<file path="src/rtl/rf_sequencer_if.sv">
// Instruction handshake plus register-file port bundle for rf_sequencer.
// Purely structural: no logic, no latency.
// Backpressure is carried by instr_ready; the register-file side is never stalled.
interface rf_sequencer_if #(
    parameter int N = 2,
    parameter int M = 4
);
    logic         instr_valid;
    logic         instr_ready;
    logic [2:0]   op;
    logic [N-1:0] d_sel;
    logic [N-1:0] a_sel;
    logic [N-1:0] b_sel;
    logic [M-1:0] imm;
    logic [N-1:0] A_adr;
    logic [N-1:0] B_adr;
    logic [M-1:0] A_dat;
    logic [M-1:0] B_dat;
    logic [N-1:0] D_adr;
    logic [M-1:0] D_dat;
    logic         Write;
    logic         done;
    logic         z_flag;
    logic         c_flag;

    // Sequencer side: consumes instructions and read data, drives the file.
    modport master (
        input  instr_valid, op, d_sel, a_sel, b_sel, imm, A_dat, B_dat,
        output instr_ready, A_adr, B_adr, D_adr, D_dat, Write, done, z_flag, c_flag
    );

    // Instruction source / register file side.
    modport slave (
        output instr_valid, op, d_sel, a_sel, b_sel, imm, A_dat, B_dat,
        input  instr_ready, A_adr, B_adr, D_adr, D_dat, Write, done, z_flag, c_flag
    );
endinterface

</file>
<file path="src/rtl/rf_sequencer.sv">
// Register-file sequencer with ALU: IDLE->READ->EXEC->WB, one instruction per 4 cycles.
// Latency: write commits 3 edges after the accept edge; done pulses in WB.
// Backpressure: instr_ready only in IDLE (and not in reset). SEQ_FLAGS_EN builds z/c flag registers.
module rf_sequencer #(
    parameter int N = 2,
    parameter int M = 4
) (
    input  logic          clk,
    input  logic          rst,
    rf_sequencer_if.master bus
);
    typedef enum logic [1:0] {ST_IDLE, ST_READ, ST_EXEC, ST_WB} state_t;

    localparam logic [2:0] OP_ADD = 3'b000;
    localparam logic [2:0] OP_SUB = 3'b001;
    localparam logic [2:0] OP_AND = 3'b010;
    localparam logic [2:0] OP_OR  = 3'b011;
    localparam logic [2:0] OP_XOR = 3'b100;
    localparam logic [2:0] OP_MOV = 3'b101;
    localparam logic [2:0] OP_LDI = 3'b110;
    localparam logic [2:0] OP_NOP = 3'b111;

    state_t       state_q, state_d;
    logic [2:0]   op_q;
    logic [N-1:0] d_q;
    logic [M-1:0] imm_q;
    logic [N-1:0] a_adr_q, b_adr_q, d_adr_q;
    logic [M-1:0] a_q, b_q;
    logic [M-1:0] result_q;
    logic [M-1:0] alu_res;
    logic         alu_c;
    logic         ready_w, write_w, done_w;

    // State register; reset abandons whatever instruction is in flight.
    always_ff @(posedge clk) begin
        if (rst) state_q <= ST_IDLE;
        else     state_q <= state_d;
    end

    // Next state and strobes; strobes are masked by rst so a WB under reset never writes.
    always_comb begin
        state_d = state_q;
        ready_w = 1'b0;
        write_w = 1'b0;
        done_w  = 1'b0;
        case (state_q)
            ST_IDLE: begin
                ready_w = !rst;
                if (bus.instr_valid && !rst) state_d = ST_READ;
            end
            ST_READ: state_d = ST_EXEC;
            ST_EXEC: state_d = ST_WB;
            ST_WB: begin
                done_w  = !rst;
                write_w = !rst && (op_q != OP_NOP);
                state_d = ST_IDLE;
            end
            default: state_d = ST_IDLE;
        endcase
    end

    // ALU on the operand registers; carry doubles as borrow for SUB.
    always_comb begin
        alu_res = '0;
        alu_c   = 1'b0;
        case (op_q)
            OP_ADD:  {alu_c, alu_res} = {1'b0, a_q} + {1'b0, b_q};
            OP_SUB:  {alu_c, alu_res} = {1'b0, a_q} - {1'b0, b_q};
            OP_AND:  alu_res = a_q & b_q;
            OP_OR:   alu_res = a_q | b_q;
            OP_XOR:  alu_res = a_q ^ b_q;
            OP_MOV:  alu_res = a_q;
            OP_LDI:  alu_res = imm_q;
            default: alu_res = '0;
        endcase
    end

    // Datapath: read addresses load at accept so they are valid throughout READ,
    // then hold; operands latch at end of READ, result and D_adr at end of EXEC.
    always_ff @(posedge clk) begin
        if (rst) begin
            op_q     <= '0;
            d_q      <= '0;
            imm_q    <= '0;
            a_adr_q  <= '0;
            b_adr_q  <= '0;
            d_adr_q  <= '0;
            a_q      <= '0;
            b_q      <= '0;
            result_q <= '0;
        end else begin
            if (state_q == ST_IDLE && bus.instr_valid) begin
                op_q    <= bus.op;
                d_q     <= bus.d_sel;
                imm_q   <= bus.imm;
                a_adr_q <= bus.a_sel;
                b_adr_q <= bus.b_sel;
            end
            if (state_q == ST_READ) begin
                a_q <= bus.A_dat;
                b_q <= bus.B_dat;
            end
            if (state_q == ST_EXEC) begin
                result_q <= alu_res;
                d_adr_q  <= d_q;
            end
        end
    end

`ifdef SEQ_FLAGS_EN
    logic carry_q, z_q, c_q;

    // Carry is captured alongside the result; flags commit at the end of a non-NOP WB.
    always_ff @(posedge clk) begin
        if (rst) begin
            carry_q <= 1'b0;
            z_q     <= 1'b0;
            c_q     <= 1'b0;
        end else begin
            if (state_q == ST_EXEC) carry_q <= alu_c;
            if (state_q == ST_WB && op_q != OP_NOP) begin
                z_q <= (result_q == '0);
                c_q <= carry_q;
            end
        end
    end

    assign bus.z_flag = z_q;
    assign bus.c_flag = c_q;
`else
    logic unused_alu_c;
    assign unused_alu_c = alu_c;
    assign bus.z_flag   = 1'b0;
    assign bus.c_flag   = 1'b0;
`endif

    assign bus.instr_ready = ready_w;
    assign bus.Write       = write_w;
    assign bus.done        = done_w;
    assign bus.A_adr       = a_adr_q;
    assign bus.B_adr       = b_adr_q;
    assign bus.D_adr       = d_adr_q;
    assign bus.D_dat       = result_q;
endmodule
</file>
<file path="src/flat_wrapper.sv">
// flat-port wrapper written by rule: the top's interface ports become plain ports
module rf_sequencer_flat 
#(
    parameter int N = 2,
    parameter int M = 4
)
  (clk, rst, bus_instr_valid, bus_op, bus_d_sel, bus_a_sel, bus_b_sel, bus_imm, bus_A_dat, bus_B_dat, bus_instr_ready, bus_A_adr, bus_B_adr, bus_D_adr, bus_D_dat, bus_Write, bus_done, bus_z_flag, bus_c_flag);
  rf_sequencer_if #(.N(N), .M(M)) bus_i ();
  input  logic clk;
  input  logic rst;
  input wire logic [$bits(bus_i.instr_valid)-1:0] bus_instr_valid;
  input wire logic [$bits(bus_i.op)-1:0] bus_op;
  input wire logic [$bits(bus_i.d_sel)-1:0] bus_d_sel;
  input wire logic [$bits(bus_i.a_sel)-1:0] bus_a_sel;
  input wire logic [$bits(bus_i.b_sel)-1:0] bus_b_sel;
  input wire logic [$bits(bus_i.imm)-1:0] bus_imm;
  input wire logic [$bits(bus_i.A_dat)-1:0] bus_A_dat;
  input wire logic [$bits(bus_i.B_dat)-1:0] bus_B_dat;
  output wire logic [$bits(bus_i.instr_ready)-1:0] bus_instr_ready;
  output wire logic [$bits(bus_i.A_adr)-1:0] bus_A_adr;
  output wire logic [$bits(bus_i.B_adr)-1:0] bus_B_adr;
  output wire logic [$bits(bus_i.D_adr)-1:0] bus_D_adr;
  output wire logic [$bits(bus_i.D_dat)-1:0] bus_D_dat;
  output wire logic [$bits(bus_i.Write)-1:0] bus_Write;
  output wire logic [$bits(bus_i.done)-1:0] bus_done;
  output wire logic [$bits(bus_i.z_flag)-1:0] bus_z_flag;
  output wire logic [$bits(bus_i.c_flag)-1:0] bus_c_flag;
  assign bus_i.instr_valid = bus_instr_valid;
  assign bus_i.op = bus_op;
  assign bus_i.d_sel = bus_d_sel;
  assign bus_i.a_sel = bus_a_sel;
  assign bus_i.b_sel = bus_b_sel;
  assign bus_i.imm = bus_imm;
  assign bus_i.A_dat = bus_A_dat;
  assign bus_i.B_dat = bus_B_dat;
  assign bus_instr_ready = bus_i.instr_ready;
  assign bus_A_adr = bus_i.A_adr;
  assign bus_B_adr = bus_i.B_adr;
  assign bus_D_adr = bus_i.D_adr;
  assign bus_D_dat = bus_i.D_dat;
  assign bus_Write = bus_i.Write;
  assign bus_done = bus_i.done;
  assign bus_z_flag = bus_i.z_flag;
  assign bus_c_flag = bus_i.c_flag;
  rf_sequencer #(.N(N), .M(M)) u_core (.clk(clk), .rst(rst), .bus(bus_i));
endmodule
</file>
<file path="config.mk">
export PLATFORM = sky130hd
export DESIGN_NAME = rf_sequencer_flat
export DESIGN_NICKNAME = d
export VERILOG_FILES = /design/src/rtl/rf_sequencer_if.sv /design/src/rtl/rf_sequencer.sv /design/src/flat_wrapper.sv
export SDC_FILE = /design/constraint.sdc
export NUM_CORES = 1
export LEC_CHECK = 0
export ABC_CLOCK_PERIOD_IN_PS = 2200
export CORE_MARGIN = 4
export CORE_UTILIZATION = 35
export DETAILED_ROUTE_END_ITERATION = 8
export PLACE_DENSITY = 0.61
export SLEW_MARGIN = 30
export SYNTH_ARGS = -nofsm -noshare
export SYNTH_HDL_FRONTEND = slang
export SYNTH_SLANG_ARGS = --single-unit
</file>
<file path="constraint.sdc">
create_clock -name clk -period 2.2 [get_ports clk]
set_input_delay 0.44 -clock clk [delete_from_list [all_inputs] [get_ports clk]]
set_output_delay 0.44 -clock clk [all_outputs]
set_load 0.005 [all_outputs]
</file>
Word level (Yosys, flattened, before mapping)
Cells that the tools add are included.
Widths: inputs -> output; s select.
Word-level totals
  register bits: 29
  input bits: 24
  output and inout port bits: 15
  logic and storage cells: 38
Cells by class
  $add $sub $neg: 2
  eq/ne operators: 11
  multiplexer cells: 6
  bitwise gates (word level): 3
  reduce and logical (&&, ||, !) cells: 6
Operators by type and width (count)
  $pmux 4 s7: 1
  $eq 3x3->1 const B: 3
  $pmux 2 s4: 1
  $eq 3x2->1 const B: 2
  $add 4x4->4: 1
  $and 4x4->4: 1
  $eq 2x2->1 const B: 2
  $or 4x4->4: 1
  $sub 4x4->4: 1
  $xor 4x4->4: 1
  $eq 3x1->1 const B: 1
  $logic_and 1x1->1: 3
  $logic_not 3->1: 1
  $mux 1: 3
  $ne 3x3->1 const B: 1
  $eq 2x1->1 const B: 1
  $logic_not 2->1: 1
  $mux 2: 1
  $ne 2x1->1 const B: 1
  $logic_not 1->1: 1

Depth between registers and ports, before layout
Gate-level depths: netlist of run 1.
  depth in word-level cells: 4
  depth in mapped cells: 10
  mapped depth without buffers: 9

Least setup slack after synthesis of run 1
OpenSTA, ideal clock, no wires.
  kind: reg2reg
  start: register u_core.op_q[1]
  end: register u_core.result_q[3], in the netlist u_core.bus.D_dat[3]
  setup time: 79 ps
  data arrival time: 1981 ps
  required time: 2121 ps
  slack: 140 ps
  cell stages (with the launch flop): 11
  path buffers: 1
  period minus slack after synthesis: 2060 ps
  path through: dfxtp_1 > buf_2 > or3b_4 > nor2_1 > a21o_1 > inv_1 > ha_1 > nor2b_1 > o21ai_0 > a2111o_1 > o211ai_1
Between the ends
  longest elaborated chain between the ends: 2
  elaborated cells on any way between the ends: 8
  those cells by class: eq/ne: 6; mux: 1; reduce/logical: 1
Ends and longest elaborated chain
  start: declaration: line rf_sequencer.sv:24  | logic [2:0] op_q;
  start signal: assignment: line rf_sequencer.sv:93  | op_q <= bus.op;
  $eq 3x3->1, or another cell as far along: line rf_sequencer.sv:66  | case (op_q)
  $pmux 4 s7 (*): line rf_sequencer.sv:66
  end signal: assignment: line rf_sequencer.sv:104  | result_q <= alu_res;
  end: declaration: line rf_sequencer.sv:29  | logic [M-1:0] result_q;
Every way passes the cells marked *; elsewhere a longest branch is shown, timed or not.
A chain may end at the register's enable or synchronous reset.

Worst setup path after layout of run 1
  start: input rst
  end: output bus_Write
Between the ends
  longest elaborated chain between the ends: 3
Ends and longest elaborated chain
  start: declaration: line flat_wrapper.sv:10  | input logic rst;
  $logic_not 1->1: line rf_sequencer.sv:55  | write_w = !rst && (op_q != OP_NOP);
  $logic_and 1x1->1: line rf_sequencer.sv:55
  $mux 1: line rf_sequencer.sv:46  | case (state_q)
  end: declaration: line flat_wrapper.sv:24  | output wire logic [$bits(bus_i.Write)-1:0] bus_Write;
No other way between the ends.

==> results.py, run 1 <==
metrics = {
    "setup_path": {
        "cp-start-kind": "primary input",
        "r2r_slack_ns": 0.12,
        "timing_worst_setup_path_type": "primary input to output pin",
        "crit_path_end_kind": "output pin",
        "reg2reg_depth": 9,
        "arrival_ns": 1.67,
        "crit_fanout": 4,
        "worstPathRequired_ns": 1.76,
    },
    "synth": {
        "synthArstFlopShare": 0,
        "synth_mux_area_frac": 0.08408,
        "ys_ff_latch": 29,
        "yosysUniqueCellTypes": 39,
        "synth_xor_area_frac": 0.01577,
        "ys_warn_count": 0,
        "synth_fa_ha_area_frac": 0.1396,
        "synth_edf_count": 0,
        "synth_ff_type": "dfxtp_1",
        "syn_inst": 201,
        "ys_seq_area_frac": 0.3483,
        "syn_area_um2": 1667,
        "synth_top_family_by_area": "simple AND/OR/NAND/NOR gates",
        "avgSynthCellArea_um2": 8.292,
        "synth-compound-area-share": 0.1351,
        "synthSimpleGateAreaFrac": 0.2020,
    },
    "power": {
        "power.leakage_nw": 0.8543,
        "power_density_nw_per_um2": 978.3,
        "ir_worst_vdd_mv": 0.5531,
    },
    "global_routing": {
        "grt_pass1_vias": 1392,
        "grt_start_max_net_pins": 28,
        "antenna_found_initial": 0,
        "grt.overflow.total": 0,
        "grt_pass1_wl_um": 6189,
        "grt_usage": 0.1276,
    },
    "clocking": {
        "htree_levels": 2,
        "clk_latency_ns": 0.28,
        "cts-root-buf": "clkbuf_8",
        "path_clk_slew_ns": 0.06,
        "cts_sinks": 29,
        "cts_tree": "done",
        "cts_hold_buf": 0,
        "clock_path_buffers": 2,
        "cts_made_buffers": 5,
    },
    "floorplanning": {
        "die_width_um": 77.01,
        "die_area_um2": 5930,
        "core_um2": 4474,
        "initial_core_util": 0.3725,
        "fp-row-count": 24,
        "fp.dieH_um": 77.01,
        "ioPinCount": 39,
    },
    "timing": {
        "fin_crit_sh": 0.9613,
        "rsz0062_at_grt": "false",
        "setup-tns-final_ns": 0,
        "slew_headroom": 0.6601,
        "timing.final.hold_violations": 0,
        "period_needed_ns": 2.115,
        "slew_violations": 0,
        "finClkSkew_ns": 0.005830,
        "setup_viol": 0,
        "worst_pin_slew_ns": 0.5099,
        "max_freq_ghz": 0.4728,
    },
    "cells_and_area": {
        "nFillCells": 442,
        "drive_gt1_frac": 0.06723,
        "fin_area_um2": 2173,
        "area_delta_synth_final_pct": 30.41,
        "nets": 279,
        "diodes": 0,
    },
    "placement": {
        "dpl-instance-area_um2": 2072,
        "hpwl_um": 2721,
        "io_buffers": 36,
        "gp_congestion": 0.9112,
    },
    "detailed_routing": {
        "drc": 0,
        "initialDrtViolationCount": 45,
        "first_pass_iters": 4,
        "num_vias": 1409,
        "ant_nets": 0,
        "wire_per_inst_um": 12.36,
        "wirelength_um": 3585,
        "vias_per_cell": 4.859,
    },
    "min_path": {
        "holdPathStages": 2,
        "hold_class": "register to register",
    },
    "flow_run": {
        "maxCapViolCount": 0,
    },
    "run_status": {
        "status": "finished, final reports clean",
    },
}
## Yosys cell counts, drive strengths merged, types with 4 or more instances
master	instances	area share
o211ai	4	0.018
nor2	16	0.036
inv	14	0.032
mux2i	14	0.084
clkbuf	8	0.018
buf	6	0.023
a21oi	18	0.054
ha	17	0.13
nand2	33	0.074
o21ai	4	0.012
nor2b	4	0.015
dfxtp	29	0.35
## sequential cells by signal (all words and copies together), names as in the netlist
name	flops
u_core.a_q	4
u_core.b_q	4
u_core.bus.D_dat	4
u_core.imm_q	4
u_core.op_q	3
u_core.bus.A_adr	2
u_core.bus.B_adr	2
u_core.bus.D_adr	2
u_core.d_q	2
u_core.state_q	2
## placed cells by master, fill, tap and decap left out, types with 3 or more instances in the layout
cell	Yosys	layout
a21oi_1	18	18
buf_4	2	6
clkbuf_8	0	7
clkdlybuf4s50_1	0	36
dfxtp_1	29	29
ha_1	17	17
inv_1	14	14
mux2i_1	14	14
nand2_1	33	33
nand2b_1	3	3
nand3_1	3	3
nor2_1	16	16
nor2b_1	4	4
nor3_1	3	3
o211ai_1	4	4
o21ai_0	4	3
## per-layer routing
metal / GRT usage / up-vias / part of all wire
li1: - / 738 / -
met1: 0.1602 / 642 / 0.48
met2: 0.2021 / 24 / 0.46
met3: 0.04098 / 5 / 0.048
met4: 0.05160 / 0 / 0.012
met5: 0 / - / 0
## path summary, 6_finish.rpt
kind	start	end
min reg2reg	u_core.bus.D_dat[0]	u_core.bus.D_dat[0]
max reg2reg	u_core.op_q[2]	u_core.bus.D_dat[3]
min	u_core.bus.D_dat[0]	u_core.bus.D_dat[0]
max	rst	bus_Write
## critical path: stages
cell,delay [ns]
clkdlybuf4s50_1,0.45
nor2b_1,0.15
and2_1,0.14
clkdlybuf4s50_1,0.49
## area by class of cell
class | count | area [um^2] | area share
clock buffers | 7 | 96.34 | 0.04433
clock inverters | 1 | 5.005 | 0.002303
inverters | 14 | 52.55 | 0.02418
multi-input cells | 145 | 968.4 | 0.4456
flip-flops and latches | 29 | 580.6 | 0.2671
well taps | 52 | 65.06 | 0.02994
repair buffers | 42 | 405.4 | 0.1865
## what timing repair did
action,in CTS,in global routing
resized for setup,0,1
buffers inserted,0,0
endpoints found under the setup margin,0,2
## power breakdown
group | switching, mW | internal, mW
registers | 0.0793 | 0.638
clock network | 0.199 | 0.282
logic | 0.472 | 0.456
total | 0.750 | 1.38
## kinds of logic after synthesis
logic type | after synthesis
adders and majority gates | 18
and+or+nand+nor | 72
other | 1
muxes | 14
buffers and inverters | 28
AOI/OAI and AO/OA | 36
DFF | 29
xor gates and xnor gates | 3
## through the flow
step                hold slack, ns  power (mW)  utilization  worst slack (ns)  cells
CTS                         0.4556       2.155       0.4857           0.07759    290
floorplan                   0.4360       1.372            -            0.1397    202
global placement            0.4428       1.651       0.4631            0.1047    282
detailed placement          0.4469       1.665       0.4631           0.09176    282
finish                      0.4525       2.126       0.4857           0.08515    290
global route                0.4756       2.327       0.4857          0.009411    290
Note: power is estimated with default switching activity, not from simulation.
==> inputs of run 2 (changes only) <==
--- a/config.mk
+++ b/config.mk
@@ -7,9 +7,10 @@
 export LEC_CHECK = 0
 export ABC_CLOCK_PERIOD_IN_PS = 2200
 export CORE_MARGIN = 4
-export CORE_UTILIZATION = 35
+export CORE_UTILIZATION = 55
 export DETAILED_ROUTE_END_ITERATION = 8
-export PLACE_DENSITY = 0.61
+export DONT_BUFFER_PORTS = 1
+export PLACE_DENSITY = 0.73
 export SLEW_MARGIN = 30
 export SYNTH_ARGS = -nofsm -noshare
 export SYNTH_HDL_FRONTEND = slang
==> results.py, run 2 (synthesis gave the netlist of run 1 again) <==
metrics = {
    "detailed_routing": {
        "drc": 0,
        "first_pass_iters": 4,
        "vias_per_cell": 5.772,
        "wire_per_inst_um": 15.01,
        "ant_nets": 0,
        "num_vias": 1339,
        "initialDrtViolationCount": 49,
        "wirelength_um": 3483,
    },
    "floorplanning": {
        "die_area_um2": 3975,
        "core_um2": 2829,
        "initial_core_util": 0.5891,
        "fp-row-count": 19,
        "fp.dieH_um": 63.05,
        "die_width_um": 63.05,
        "ioPinCount": 39,
    },
    "setup_path": {
        "cp-start-kind": "register",
        "arrival_ns": 2.37,
        "worstPathRequired_ns": 2.44,
        "crit_fanout": 4,
        "crit_path_end_kind": "register",
        "timing_worst_setup_path_type": "register to register",
    },
    "timing": {
        "period_needed_ns": 2.132,
        "setup-tns-final_ns": 0,
        "max_freq_ghz": 0.4691,
        "slew_headroom": 0.6797,
        "finClkSkew_ns": 0.006316,
        "slew_violations": 0,
        "timing.final.hold_violations": 0,
        "fin_crit_sh": 0.9690,
        "setup_viol": 0,
        "fin_hold_ws_ns": 0.1605,
        "worst_pin_slew_ns": 0.4683,
    },
    "placement": {
        "io_buffers": 0,
        "hpwl_um": 2671,
        "gp_congestion": 0.8464,
        "dpl-instance-area_um2": 1670,
    },
    "cells_and_area": {
        "nFillCells": 255,
        "drive_gt1_frac": 0.1095,
        "final_common_cell": "nand2_1",
        "final_core_util": 0.6223,
        "layout_common_cells": "nand2_1, dfxtp_1, a21oi_1",
        "diodes": 0,
        "fin_area_um2": 1760,
        "area_delta_synth_final_pct": 5.631,
        "nets": 242,
    },
    "clocking": {
        "cts_sinks": 29,
        "cts_tree": "done",
        "cts_hold_buf": 0,
        "path_clk_slew_ns": 0.10,
        "cts_made_buffers": 5,
        "clk_latency_ns": 0.32,
        "cts-root-buf": "clkbuf_4",
        "clock_path_buffers": 2,
        "htree_levels": 2,
    },
    "flow_run": {
        "maxCapViolCount": 0,
    },
    "global_routing": {
        "grt_pass1_wl_um": 6023,
        "antenna_found_initial": 0,
        "grt_pass1_vias": 1432,
        "grt_start_max_net_pins": 31,
        "grt_usage": 0.1880,
        "grt.overflow.total": 0,
    },
    "min_path": {
        "hold_class": "primary input to register",
    },
    "power": {
        "power.leakage_nw": 0.6979,
        "power_density_nw_per_um2": 1081,
        "ir_worst_vdd_mv": 0.7304,
    },
    "run_status": {
        "status": "finished, final reports clean",
    },
}
run 2: cell count changes in the layout (fill, tap and decap cells not counted):
| cell | delta |
|---|---|
| clkdlybuf4s50_1 | -36 |
| clkbuf_8 | -7 |
| clkbuf_4 | +5 |
| dfxtp_1 | -4 |
| dfxtp_2 | +4 |
| clkinvlp_4 | +3 |
| buf_4 | -1 |
| clkinv_2 | -1 |
| nor2_1 | -1 |
| nor2_2 | +1 |
| nor2b_1 | -1 |
| nor2b_4 | +1 |
| xnor2_1 | -1 |
| xnor2_2 | +1 |
run 2: final timing paths:
check | from | endpoint | slack, ns | cells after the start
worst max-delay path | u_core.op_q[2] | u_core.bus.D_dat[2] | 0.07 | 7
worst min-delay path | rst | u_core.op_q[0] | 0.16 | 1
worst max register to register | u_core.op_q[2] | u_core.bus.D_dat[2] | 0.07 | 7
worst min register to register | u_core.imm_q[0] | u_core.imm_q[0] | 0.46 | 2
run 2: cell type report:
class / count / area [um^2] / share of cell area
timing repair buffer: 5 / 37.54 / 0.02132
sequential: 29 / 585.6 / 0.3326
inverter: 14 / 52.55 / 0.02985
clock inverter: 3 / 22.52 / 0.01279
clock buffer: 5 / 37.54 / 0.02132
tap: 31 / 38.79 / 0.02203
multi-input combinational: 145 / 985.9 / 0.5601
run 2: power breakdown:
part / switching [mW] / internal [mW] / total (mW) / leakage (nW)
logic: 0.470 / 0.375 / 0.845 / 0.436
registers: 0.0989 / 0.641 / 0.740 / 0.239
clock network: 0.195 / 0.123 / 0.318 / 0.0234
total: 0.764 / 1.14 / 1.90 / 0.698
run 2: routing by layer:
metal | wire length, um | GRT usage
met2 | 1848 | 0.3307
met4 | 63 | 0.09642
met5 | 0 | 0
met3 | 176 | 0.06115
met1 | 1396 | 0.1978
run 2: through the flow:
step	std cells	setup WS (ns)	power, mW
after floorplan	202	0.1397	1.372
after global placement	223	0.2021	1.487
after detailed placement	223	0.05464	1.550
after CTS	231	0.03717	1.873
after global routing	232	-0.004287	2.074
final	232	0.06827	1.903
run 2: timing repair:
action,in CTS,in global routing
endpoints found under the setup margin,0,2
buffers inserted,0,1
resized for setup,0,8
run 2: critical path, cell delays in order, from the launching register on:
cell and delay [ns]:
dfxtp_2 0.33, or3b_4 0.42, a21o_1 0.22, fa_1 0.42
xor2_1 0.16, o21ai_0 0.19, a21oi_1 0.07, o31ai_1 0.25
